### src/rtl/systolic_array_2x2_pkg.sv
// Shared widths and PE indexing for the 2x2 output-stationary systolic array.
package systolic_array_2x2_pkg;

    localparam int DATA_W = 8;
    localparam int ACC_W  = 12;
    localparam int FULL_W = ACC_W + 2 * DATA_W;

    // Bit positions of each PE inside the ovf vector: {PE11, PE10, PE01, PE00}.
    localparam int PE_00 = 0;
    localparam int PE_01 = 1;
    localparam int PE_10 = 2;
    localparam int PE_11 = 3;

    // Flattened index of PE(row, col); matches the ovf bit order.
    function automatic int pe_idx(input int row, input int col);
        return row * 2 + col;
    endfunction

endpackage

### src/rtl/systolic_array_2x2_if.sv
// Feeder -> MMU link: skewed operand streams in, accumulators and overflow flags back.
interface systolic_array_2x2_if;
    import systolic_array_2x2_pkg::*;

    logic                     clear;
    logic signed [DATA_W-1:0] a_data0;
    logic signed [DATA_W-1:0] a_data1;
    logic signed [DATA_W-1:0] b_data0;
    logic signed [DATA_W-1:0] b_data1;
    logic signed [ACC_W-1:0]  c00;
    logic signed [ACC_W-1:0]  c01;
    logic signed [ACC_W-1:0]  c10;
    logic signed [ACC_W-1:0]  c11;
    logic [3:0]               ovf;

    // Feeder side drives operands and clear, reads results.
    modport master (
        output clear, a_data0, a_data1, b_data0, b_data1,
        input  c00, c01, c10, c11, ovf
    );

    // Array side consumes operands every cycle and exposes its accumulators.
    modport slave (
        input  clear, a_data0, a_data1, b_data0, b_data1,
        output c00, c01, c10, c11, ovf
    );

endinterface

### src/rtl/systolic_array_2x2_pe.sv
// One processing element: registered MAC with wrap-around accumulator,
// sticky overflow flag, and right/down operand forwarding registers.
module systolic_pe
    import systolic_array_2x2_pkg::*;
(
    input  logic                     clk,
    input  logic                     rst,
    input  logic                     i_clear,
    input  logic signed [DATA_W-1:0] i_a,
    input  logic signed [DATA_W-1:0] i_b,
    output logic signed [DATA_W-1:0] o_a,
    output logic signed [DATA_W-1:0] o_b,
    output logic signed [ACC_W-1:0]  o_acc,
    output logic                     o_ovf
);

    logic signed [DATA_W-1:0]   r_a;
    logic signed [DATA_W-1:0]   r_b;
    logic signed [ACC_W-1:0]    r_acc;
    logic                       r_ovf;

    logic signed [2*DATA_W-1:0] w_prod;
    logic [FULL_W-1:0]          w_acc_ext;
    logic [FULL_W-1:0]          w_prod_ext;
    logic [FULL_W-1:0]          w_sum;
    logic [FULL_W-ACC_W:0]      w_sum_top;
    logic                       w_fits;

    // Full-precision product and sum; the accumulator keeps only the low ACC_W bits.
    assign w_prod     = i_a * i_b;
    assign w_acc_ext  = {{(FULL_W - ACC_W){r_acc[ACC_W-1]}}, r_acc};
    assign w_prod_ext = {{(FULL_W - 2*DATA_W){w_prod[2*DATA_W-1]}}, w_prod};
    assign w_sum      = w_acc_ext + w_prod_ext;

    // The sum is representable only if every bit above the ACC_W sign bit copies it.
    assign w_sum_top  = w_sum[FULL_W-1:ACC_W-1];
    assign w_fits     = (&w_sum_top) | ~(|w_sum_top);

    // Accumulate and forward every cycle; clear wipes everything and drops this cycle's inputs.
    always_ff @(posedge clk or posedge rst) begin
        if (rst) begin
            r_a   <= '0;
            r_b   <= '0;
            r_acc <= '0;
            r_ovf <= 1'b0;
        end else if (i_clear) begin
            r_a   <= '0;
            r_b   <= '0;
            r_acc <= '0;
            r_ovf <= 1'b0;
        end else begin
            r_a   <= i_a;
            r_b   <= i_b;
            r_acc <= w_sum[ACC_W-1:0];
            r_ovf <= r_ovf | ~w_fits;
        end
    end

    assign o_a   = r_a;
    assign o_b   = r_b;
    assign o_acc = r_acc;
    assign o_ovf = r_ovf;

endmodule

### src/rtl/systolic_array_2x2.sv
// 2x2 output-stationary systolic matrix multiplier: rows of W enter from the
// left, columns of X from the top; each PE owns one element of C = W x X.
module systolic_array_2x2
    import systolic_array_2x2_pkg::*;
(
    input  logic                 clk,
    input  logic                 rst,
    systolic_array_2x2_if.slave  i_mmu
);

    logic signed [DATA_W-1:0] w_a_row [2];
    logic signed [DATA_W-1:0] w_b_col [2];
    logic signed [DATA_W-1:0] w_a_in  [4];
    logic signed [DATA_W-1:0] w_b_in  [4];
    logic signed [DATA_W-1:0] w_a_out [4];
    logic signed [DATA_W-1:0] w_b_out [4];
    logic signed [ACC_W-1:0]  w_acc   [4];
    logic [3:0]               w_ovf;

    assign w_a_row[0] = i_mmu.a_data0;
    assign w_a_row[1] = i_mmu.a_data1;
    assign w_b_col[0] = i_mmu.b_data0;
    assign w_b_col[1] = i_mmu.b_data1;

    // Column 0 / row 0 take the external streams; the rest take the
    // registered operands of their left / upper neighbour.
    genvar gi, gj;
    generate
        for (gi = 0; gi < 2; gi++) begin : g_row
            for (gj = 0; gj < 2; gj++) begin : g_col
                localparam int P = gi * 2 + gj;

                if (gj == 0) begin : g_a_edge
                    assign w_a_in[P] = w_a_row[gi];
                end else begin : g_a_fwd
                    assign w_a_in[P] = w_a_out[gi * 2];
                end

                if (gi == 0) begin : g_b_edge
                    assign w_b_in[P] = w_b_col[gj];
                end else begin : g_b_fwd
                    assign w_b_in[P] = w_b_out[gj];
                end

                systolic_pe u_pe (
                    .clk     (clk),
                    .rst     (rst),
                    .i_clear (i_mmu.clear),
                    .i_a     (w_a_in[P]),
                    .i_b     (w_b_in[P]),
                    .o_a     (w_a_out[P]),
                    .o_b     (w_b_out[P]),
                    .o_acc   (w_acc[P]),
                    .o_ovf   (w_ovf[P])
                );
            end
        end
    endgenerate

    assign i_mmu.c00 = w_acc[pe_idx(0, 0)];
    assign i_mmu.c01 = w_acc[pe_idx(0, 1)];
    assign i_mmu.c10 = w_acc[pe_idx(1, 0)];
    assign i_mmu.c11 = w_acc[pe_idx(1, 1)];
    assign i_mmu.ovf = {w_ovf[PE_11], w_ovf[PE_10], w_ovf[PE_01], w_ovf[PE_00]};

endmodule

### src/flat_wrapper.sv
// flat-port wrapper written by rule: the top's interface ports become plain ports
module systolic_array_2x2_flat import systolic_array_2x2_pkg::*;
  (clk, rst, i_mmu_clear, i_mmu_a_data0, i_mmu_a_data1, i_mmu_b_data0, i_mmu_b_data1, i_mmu_c00, i_mmu_c01, i_mmu_c10, i_mmu_c11, i_mmu_ovf);
  systolic_array_2x2_if i_mmu_i ();
  input  logic clk;
  input  logic rst;
  input wire logic [$bits(i_mmu_i.clear)-1:0] i_mmu_clear;
  input wire logic [$bits(i_mmu_i.a_data0)-1:0] i_mmu_a_data0;
  input wire logic [$bits(i_mmu_i.a_data1)-1:0] i_mmu_a_data1;
  input wire logic [$bits(i_mmu_i.b_data0)-1:0] i_mmu_b_data0;
  input wire logic [$bits(i_mmu_i.b_data1)-1:0] i_mmu_b_data1;
  output wire logic [$bits(i_mmu_i.c00)-1:0] i_mmu_c00;
  output wire logic [$bits(i_mmu_i.c01)-1:0] i_mmu_c01;
  output wire logic [$bits(i_mmu_i.c10)-1:0] i_mmu_c10;
  output wire logic [$bits(i_mmu_i.c11)-1:0] i_mmu_c11;
  output wire logic [$bits(i_mmu_i.ovf)-1:0] i_mmu_ovf;
  assign i_mmu_i.clear = i_mmu_clear;
  assign i_mmu_i.a_data0 = i_mmu_a_data0;
  assign i_mmu_i.a_data1 = i_mmu_a_data1;
  assign i_mmu_i.b_data0 = i_mmu_b_data0;
  assign i_mmu_i.b_data1 = i_mmu_b_data1;
  assign i_mmu_c00 = i_mmu_i.c00;
  assign i_mmu_c01 = i_mmu_i.c01;
  assign i_mmu_c10 = i_mmu_i.c10;
  assign i_mmu_c11 = i_mmu_i.c11;
  assign i_mmu_ovf = i_mmu_i.ovf;
  systolic_array_2x2 u_core (.clk(clk), .rst(rst), .i_mmu(i_mmu_i));
endmodule
### config.mk
export PLATFORM = sky130hd
export DESIGN_NAME = systolic_array_2x2_flat
export DESIGN_NICKNAME = d
export VERILOG_FILES = /design/src/rtl/systolic_array_2x2_pkg.sv /design/src/rtl/systolic_array_2x2_if.sv /design/src/rtl/systolic_array_2x2_pe.sv /design/src/rtl/systolic_array_2x2.sv /design/src/flat_wrapper.sv
export SDC_FILE = /design/constraint.sdc
export NUM_CORES = 1
export LEC_CHECK = 0
export ABC_AREA = 0
export CAP_MARGIN = 5
export CORE_UTILIZATION = 35
export CTS_CLUSTER_SIZE = 12
export DETAILED_ROUTE_END_ITERATION = 16
export MAX_ROUTING_LAYER = met4
export SKIP_LAST_GASP = 1
export SLEW_MARGIN = 20
export SYNTH_ARGS = -nofsm -noshare
export SYNTH_HDL_FRONTEND = slang
export SYNTH_SLANG_ARGS = --single-unit
### constraint.sdc
create_clock -name clk -period 10.9 [get_ports clk]
set_input_delay 1.635 -clock clk [delete_from_list [all_inputs] [get_ports clk]]
set_output_delay 1.635 -clock clk [all_outputs]
set_load 0.02 [all_outputs]
Word level (Yosys, flattened, before mapping)

Cells that the tools add are included.

Add/sub/neg operators: 4
Multipliers: 4
Mux-type cells: 12
Bitwise gates (word level): 16
Reduce and logical (&&, ||, !) cells: 8

Operator list:

| operator                   | count |
|---|---|
| adder 12 x 16 -> 17 bit    | 4 |
| AND reduction 17 bit       | 4 |
| OR reduction 17 bit        | 4 |
| multiplier 8 x 8 -> 16 bit | 4 |
| two-way mux 12 bit         | 4 |
| two-way mux 8 bit          | 4 |
| NOT 1 bit                  | 8 |
| bitwise OR 1 bit           | 8 |
| two-way mux 1 bit          | 4 |

Bits in registers: 84
Output and inout bits: 52

Logic depth before layout (Yosys ltp)

Depth after elaboration: 8
Gate-level depth with buffers: 21

By module

From an unflattened synthesis, not the netlist that was laid out.

Cell total of the unflattened synthesis: 1581
Area, all modules: 15732.6 um2

Modules (own cells, without submodules):

| module                                           | times used | cells an instance | area an instance (um2) | sequential area each (um2) |
|---|---|---|---|---|
| systolic_pe at u_core.g_row[0].g_col[1].u_pe ... | 2          | 393               | 3921.3                 | 725.7 |
| systolic_pe at u_core.g_row[1].g_col[1].u_pe     | 1          | 397               | 3946.3                 | 725.7 |
| systolic_pe at u_core.g_row[0].g_col[0].u_pe     | 1          | 398               | 3943.8                 | 725.7 |

Worst setup path after synthesis

OpenSTA, ideal clock, no wires.

Path type: in2reg
From: in i_mmu_b_data0[0]
To: reg u_core.g_row[0].g_col[0].u_pe.r_ovf
Library setup time: 0.124 ns
Data arrival time: 6.475 ns
Path slack: 4.301 ns
Stages on the path: 18
Path buffers: 1
Cell sequence: clkbuf_1 > and2_1 > fa_1 > inv_1 > fa_1 > fa_1 > inv_1 > fa_1 > ha_1 > ha_1 > and2_1 > a221o_1 > nor4b_1 > nor2_1 > xor2_1 > nand3_1 > or3_1 > o31a_1

Cells in the longest elaborated chain, start to end: 8
Elaborated cells between the ends (all ways): 9

Ends and longest elaborated chain:

| element                        | RTL line                    | text |
|---|---|---|
| start: declaration             | flat_wrapper.sv:10          | `input wire logic [$bits(i_mmu_i.b_data0)-1:0] i_mmu_b_data0;` |
| multiplier 8 x 8 -> 16 bit (*) | systolic_array_2x2_pe.sv:30 | `assign w_prod = i_a * i_b;` |
| adder 12 x 16 -> 17 bit (*)    | systolic_array_2x2_pe.sv:33 | `assign w_sum = w_acc_ext + w_prod_ext;` |
| OR reduction 17 bit            | systolic_array_2x2_pe.sv:37 | `assign w_fits = (&w_sum_top) \| ~(\|w_sum_top);` |
| NOT 1 bit                      | systolic_array_2x2_pe.sv:37 |  |
| bitwise OR 1 bit (*)           | systolic_array_2x2_pe.sv:37 |  |
| NOT 1 bit (*)                  | systolic_array_2x2_pe.sv:55 | `r_ovf <= r_ovf \| ~w_fits;` |
| bitwise OR 1 bit (*)           | systolic_array_2x2_pe.sv:55 |  |
| two-way mux 1 bit (*)          | systolic_array_2x2_pe.sv:46 | `end else if (i_clear) begin` |
| end signal: assignment         | systolic_array_2x2_pe.sv:55 |  |
| end: declaration               | systolic_array_2x2_pe.sv:20 | `logic r_ovf;` |

Every way passes the cells marked *; elsewhere a longest branch is shown, timed or not.

Final worst setup path

From: in i_mmu_a_data0[7]
To: reg u_core.g_row[0].g_col[0].u_pe.r_ovf

Cells in the longest elaborated chain, start to end: 8
Elaborated cells between the ends (all ways): 9

Ends and longest elaborated chain:

| element                        | RTL line                    | text |
|---|---|---|
| start: declaration             | flat_wrapper.sv:8           | `input wire logic [$bits(i_mmu_i.a_data0)-1:0] i_mmu_a_data0;` |
| multiplier 8 x 8 -> 16 bit (*) | systolic_array_2x2_pe.sv:30 |  |
| adder 12 x 16 -> 17 bit (*)    | systolic_array_2x2_pe.sv:33 |  |
| OR reduction 17 bit            | systolic_array_2x2_pe.sv:37 |  |
| NOT 1 bit                      | systolic_array_2x2_pe.sv:37 |  |
| bitwise OR 1 bit (*)           | systolic_array_2x2_pe.sv:37 |  |
| NOT 1 bit (*)                  | systolic_array_2x2_pe.sv:55 |  |
| bitwise OR 1 bit (*)           | systolic_array_2x2_pe.sv:55 |  |
| two-way mux 1 bit (*)          | systolic_array_2x2_pe.sv:46 |  |

Marks and branches as above.

==> results.py <==
metrics = {
    "global_route": {
        "grt_max_degree": 85,
        "grt_util_all_layers": 0.1664,
        "grt_pass1_vias": 10890,
        "gr-total-overflow": 0,
        "grt_pass1_wl_mm": 53.65,
        "antenna_found_initial": 0,
    },
    "worst_setup_path": {
        "path_cells": "clkdlybuf4s50_1, nand2_1, fa_1, inv_1, fa_1, inv_1, fa_1, inv_1, fa_1, ha_1, ha_1, and2_1, a221o_1, nor4b_1, nor2_1, xor2_1, nand3_1, or3_1, o31a_1",
        "slowest_stage": "fa_1",
        "slowest_delay_ns": 0.69,
        "path_max_fanout": 9,
        "end_kind": "register",
        "reg2reg_depth": 17,
        "worstSetupPathType": "in2reg",
        "cpMostUsedCell": "fa_1",
        "worst-path-buf-inv": 4,
        "crit_arrival_ns": 7.48,
        "r2r_end": "u_core.g_row[1].g_col[1].u_pe.o_ovf$_DFF_PP0_",
        "r2r_slack_ns": 5.29,
        "start_kind": "input port",
        "r2r-start": "u_core.g_row[0].g_col[1].u_pe.o_b[0]$_DFF_PP0_",
        "worstPathRequired_ns": 11.15,
        "critical_path.startpoint": "i_mmu_a_data0[7]",
        "crit_family": "adder cells",
    },
    "detailed_routing": {
        "vias_per_cell": 4.667,
        "drt-wirelength-per-cell_um": 14.75,
        "drt_iter0_markers": 343,
        "antenna_left": 0,
        "vias": 9685,
        "drtPass1Iterations": 7,
        "routed_wl_mm": 30.60,
        "route.detailed.drc": 0,
    },
    "sta": {
        "finalHoldViolations": 0,
        "slew_headroom": 0.3425,
        "setup_viol_count_final": 0,
        "drv_slew": 0,
        "fin_crit_sh": 0.6631,
        "tns_ns": 0,
        "worstMarginPinSlew_ns": 0.9863,
        "fmax_ghz": 0.1383,
        "period_needed_ns": 7.228,
        "rsz0062_at_grt": "false",
        "fin_skew_ns": 0.008661,
    },
    "clocking": {
        "clockRootBuffer": "clkbuf_16",
        "htreeDepth": 3,
        "insertion_delay_ns": 0.36,
        "cts_buffers": 9,
        "cts_setup_buffers": 0,
        "clk_pin_slew_ns": 0.07,
        "cts_hold_buf": 0,
        "clkSinkCount": 84,
        "postCtsResizedCells": 0,
        "cts_max_path_buffers": 2,
        "cts_tree": "yes",
    },
    "min_path": {
        "min_to": "u_core.g_row[0].g_col[0].u_pe.o_ovf$_DFF_PP0_",
        "min_path_cells": 2,
        "hold_path.class": "reg2reg",
        "worstHoldStart": "u_core.g_row[0].g_col[0].u_pe.o_ovf$_DFF_PP0_",
    },
    "pwr": {
        "power_density_nw_per_um2": 272.4,
        "netSwitchingFraction": 0.4996,
        "power.internal_mw": 2.185,
        "clockPowerShare": 0.079,
        "peakVddDrop_v": 0.0003813,
        "leakage_nw": 8.003,
        "seqPwrFrac": 0.106,
        "pwr-share-comb": 0.815,
        "power_switching_mw": 2.181,
    },
    "place": {
        "place_congestion": 0.9162,
        "port_buffers": 86,
        "dp_hpwl_mm": 25.72,
    },
    "finish": {
        "fillers": 3914,
        "fin_nets": 2008,
        "final_layout_size_suffix_gt1_frac": 0.01613,
        "finish.utilization": 0.3999,
        "n_antenna_cell": 0,
        "multiInputGateArea_um2": 10760,
        "layout-area-overhead-vs-synth_pct": 11.83,
        "seq_area_um2": 2102,
    },
    "floorplan": {
        "die_w_um": 204.4,
        "initial_core_util": 0.3575,
        "core_area_um2": 40100,
        "die-area_um2": 41770,
        "rows": 73,
        "ios": 87,
        "die_h_um": 204.4,
    },
    "synthesis": {
        "async_flop_share": 1.000,
        "synthFlopType": "dfrtp_1",
        "ys_seq_area_frac": 0.1466,
        "synth-seq-cells": 84,
        "netlist_instances": 1477,
        "avgSynthCellArea_um2": 9.706,
        "synth.area.top_cells": "fa_1 39%, dfrtp_1 15%, ha_1 13%",
        "yosysMostFrequentCell": "inv_1",
        "ys_top_cells_by_count": "352 x inv_1, 276 x fa_1, 152 x ha_1",
        "synth_edf_count": 0,
        "netlist_area_um2": 14340,
        "synth_top_area_share": 0.3854,
        "yosys.area.top_type": "fa_1",
        "netlist-cell-type-count": 48,
        "synth_warnings": 0,
        "syn_nets": 1940,
    },
    "run": {
        "max_cap_viol_count": 0,
    },
    "run_status": {
        "status": "finished clean",
    },
}
[cells by family after synthesis]
family,synth area share
fa+ha+maj,0.5181
buf+inv,0.1026
simple gates,0.1495
compound gates,0.04774
flops,0.1466
xor+xnor,0.03543
[power groups by stage]
stage	sequential, mW	clock, mW	combinational [mW]
floorplan	0.513	0	2.73
global placement	0.472	0	3.49
detailed placement	0.471	0	3.56
CTS	0.466	0.361	3.60
global route	0.475	0.372	4.10
finish	0.462	0.345	3.56
[worst min-delay path, cell delays in order, from the launching register on]
cell	delay [ns]
dfrtp_1	0.37
or3_1	0.12
o31a_1	0.11
[final cells by class]
| cell class | count | area share |
|---|---|---|
| Clock buffer | 11 | 0.01452 |
| Clock inverter | 5 | 0.005307 |
| Timing Repair Buffer | 87 | 0.05424 |
| Multi-Input combinational cell | 1011 | 0.6713 |
| Inverter | 352 | 0.08257 |
| Sequential cell | 84 | 0.1311 |
| Tap cell | 525 | 0.04097 |
[routing by layer]
layer / routed length [µm] / track usage / part of all wire
met1: 13840 / 0.2112 / 0.45
met2: 15360 / 0.2820 / 0.50
met3: 1066 / 0.02487 / 0.035
met4: 336 / 0.03198 / 0.011
met5: 0 / - / 0
[worst max-delay path by stage]
| stage | to | slack, ns | cells after the start |
|---|---|---|---|
| 2_1_floorplan | u_core.g_row[0].g_col[0].u_pe.o_ovf$_DFF_PP0_ | 4.30 | 18 |
| 3_3_place_gp | u_core.g_row[0].g_col[0].u_pe.o_ovf$_DFF_PP0_ | 3.47 | 19 |
| 3_5_place_dp | u_core.g_row[0].g_col[0].u_pe.o_ovf$_DFF_PP0_ | 3.29 | 19 |
| 4_1_cts | u_core.g_row[0].g_col[0].u_pe.o_ovf$_DFF_PP0_ | 3.68 | 19 |
| 5_1_grt | u_core.g_row[0].g_col[0].u_pe.o_ovf$_DFF_PP0_ | 3.34 | 19 |
| 6_report | u_core.g_row[0].g_col[0].u_pe.o_ovf$_DFF_PP0_ | 3.67 | 19 |
[state kept, by name, summed over array words and instances, names as in the netlist]
signal and cells:
u_core.g_row.g_col.u_pe.o_b 16, u_core.g_row.g_col.u_pe.o_acc 48, u_core.g_row.g_col.u_pe.o_a 16, u_core.g_row.g_col.u_pe.o_ovf 4
[metrics by stage]
stage	std cells	worst slack [ns]	cell area, µm²	hold slack, ns	power [mW]
floorplan	1477	4.301	14340	0.5665	3.245
global placement	2059	3.468	15710	0.5993	3.966
detailed placement	2059	3.288	15710	0.6137	4.031
CTS	2075	3.678	16030	0.6345	4.425
global route	2075	3.345	16030	0.6562	4.951
finish	2075	3.672	16030	0.6245	4.367
[layout by cell type (no fill, tap or decap), drive strengths merged, types with 11 or more instances in the layout]
cell type and instances:
clkdlybuf4s50 85, o21ai 21, nand3 11, xor2 18, inv 353, nor2b 60
fa 276, dfrtp 84, nand2 144, and2 93, clkbuf 11, xnor2 40
nor3 16, ha 152, nor2 49, a21oi 25, nand2b 23
Note: power is estimated with default switching activity, not from simulation.
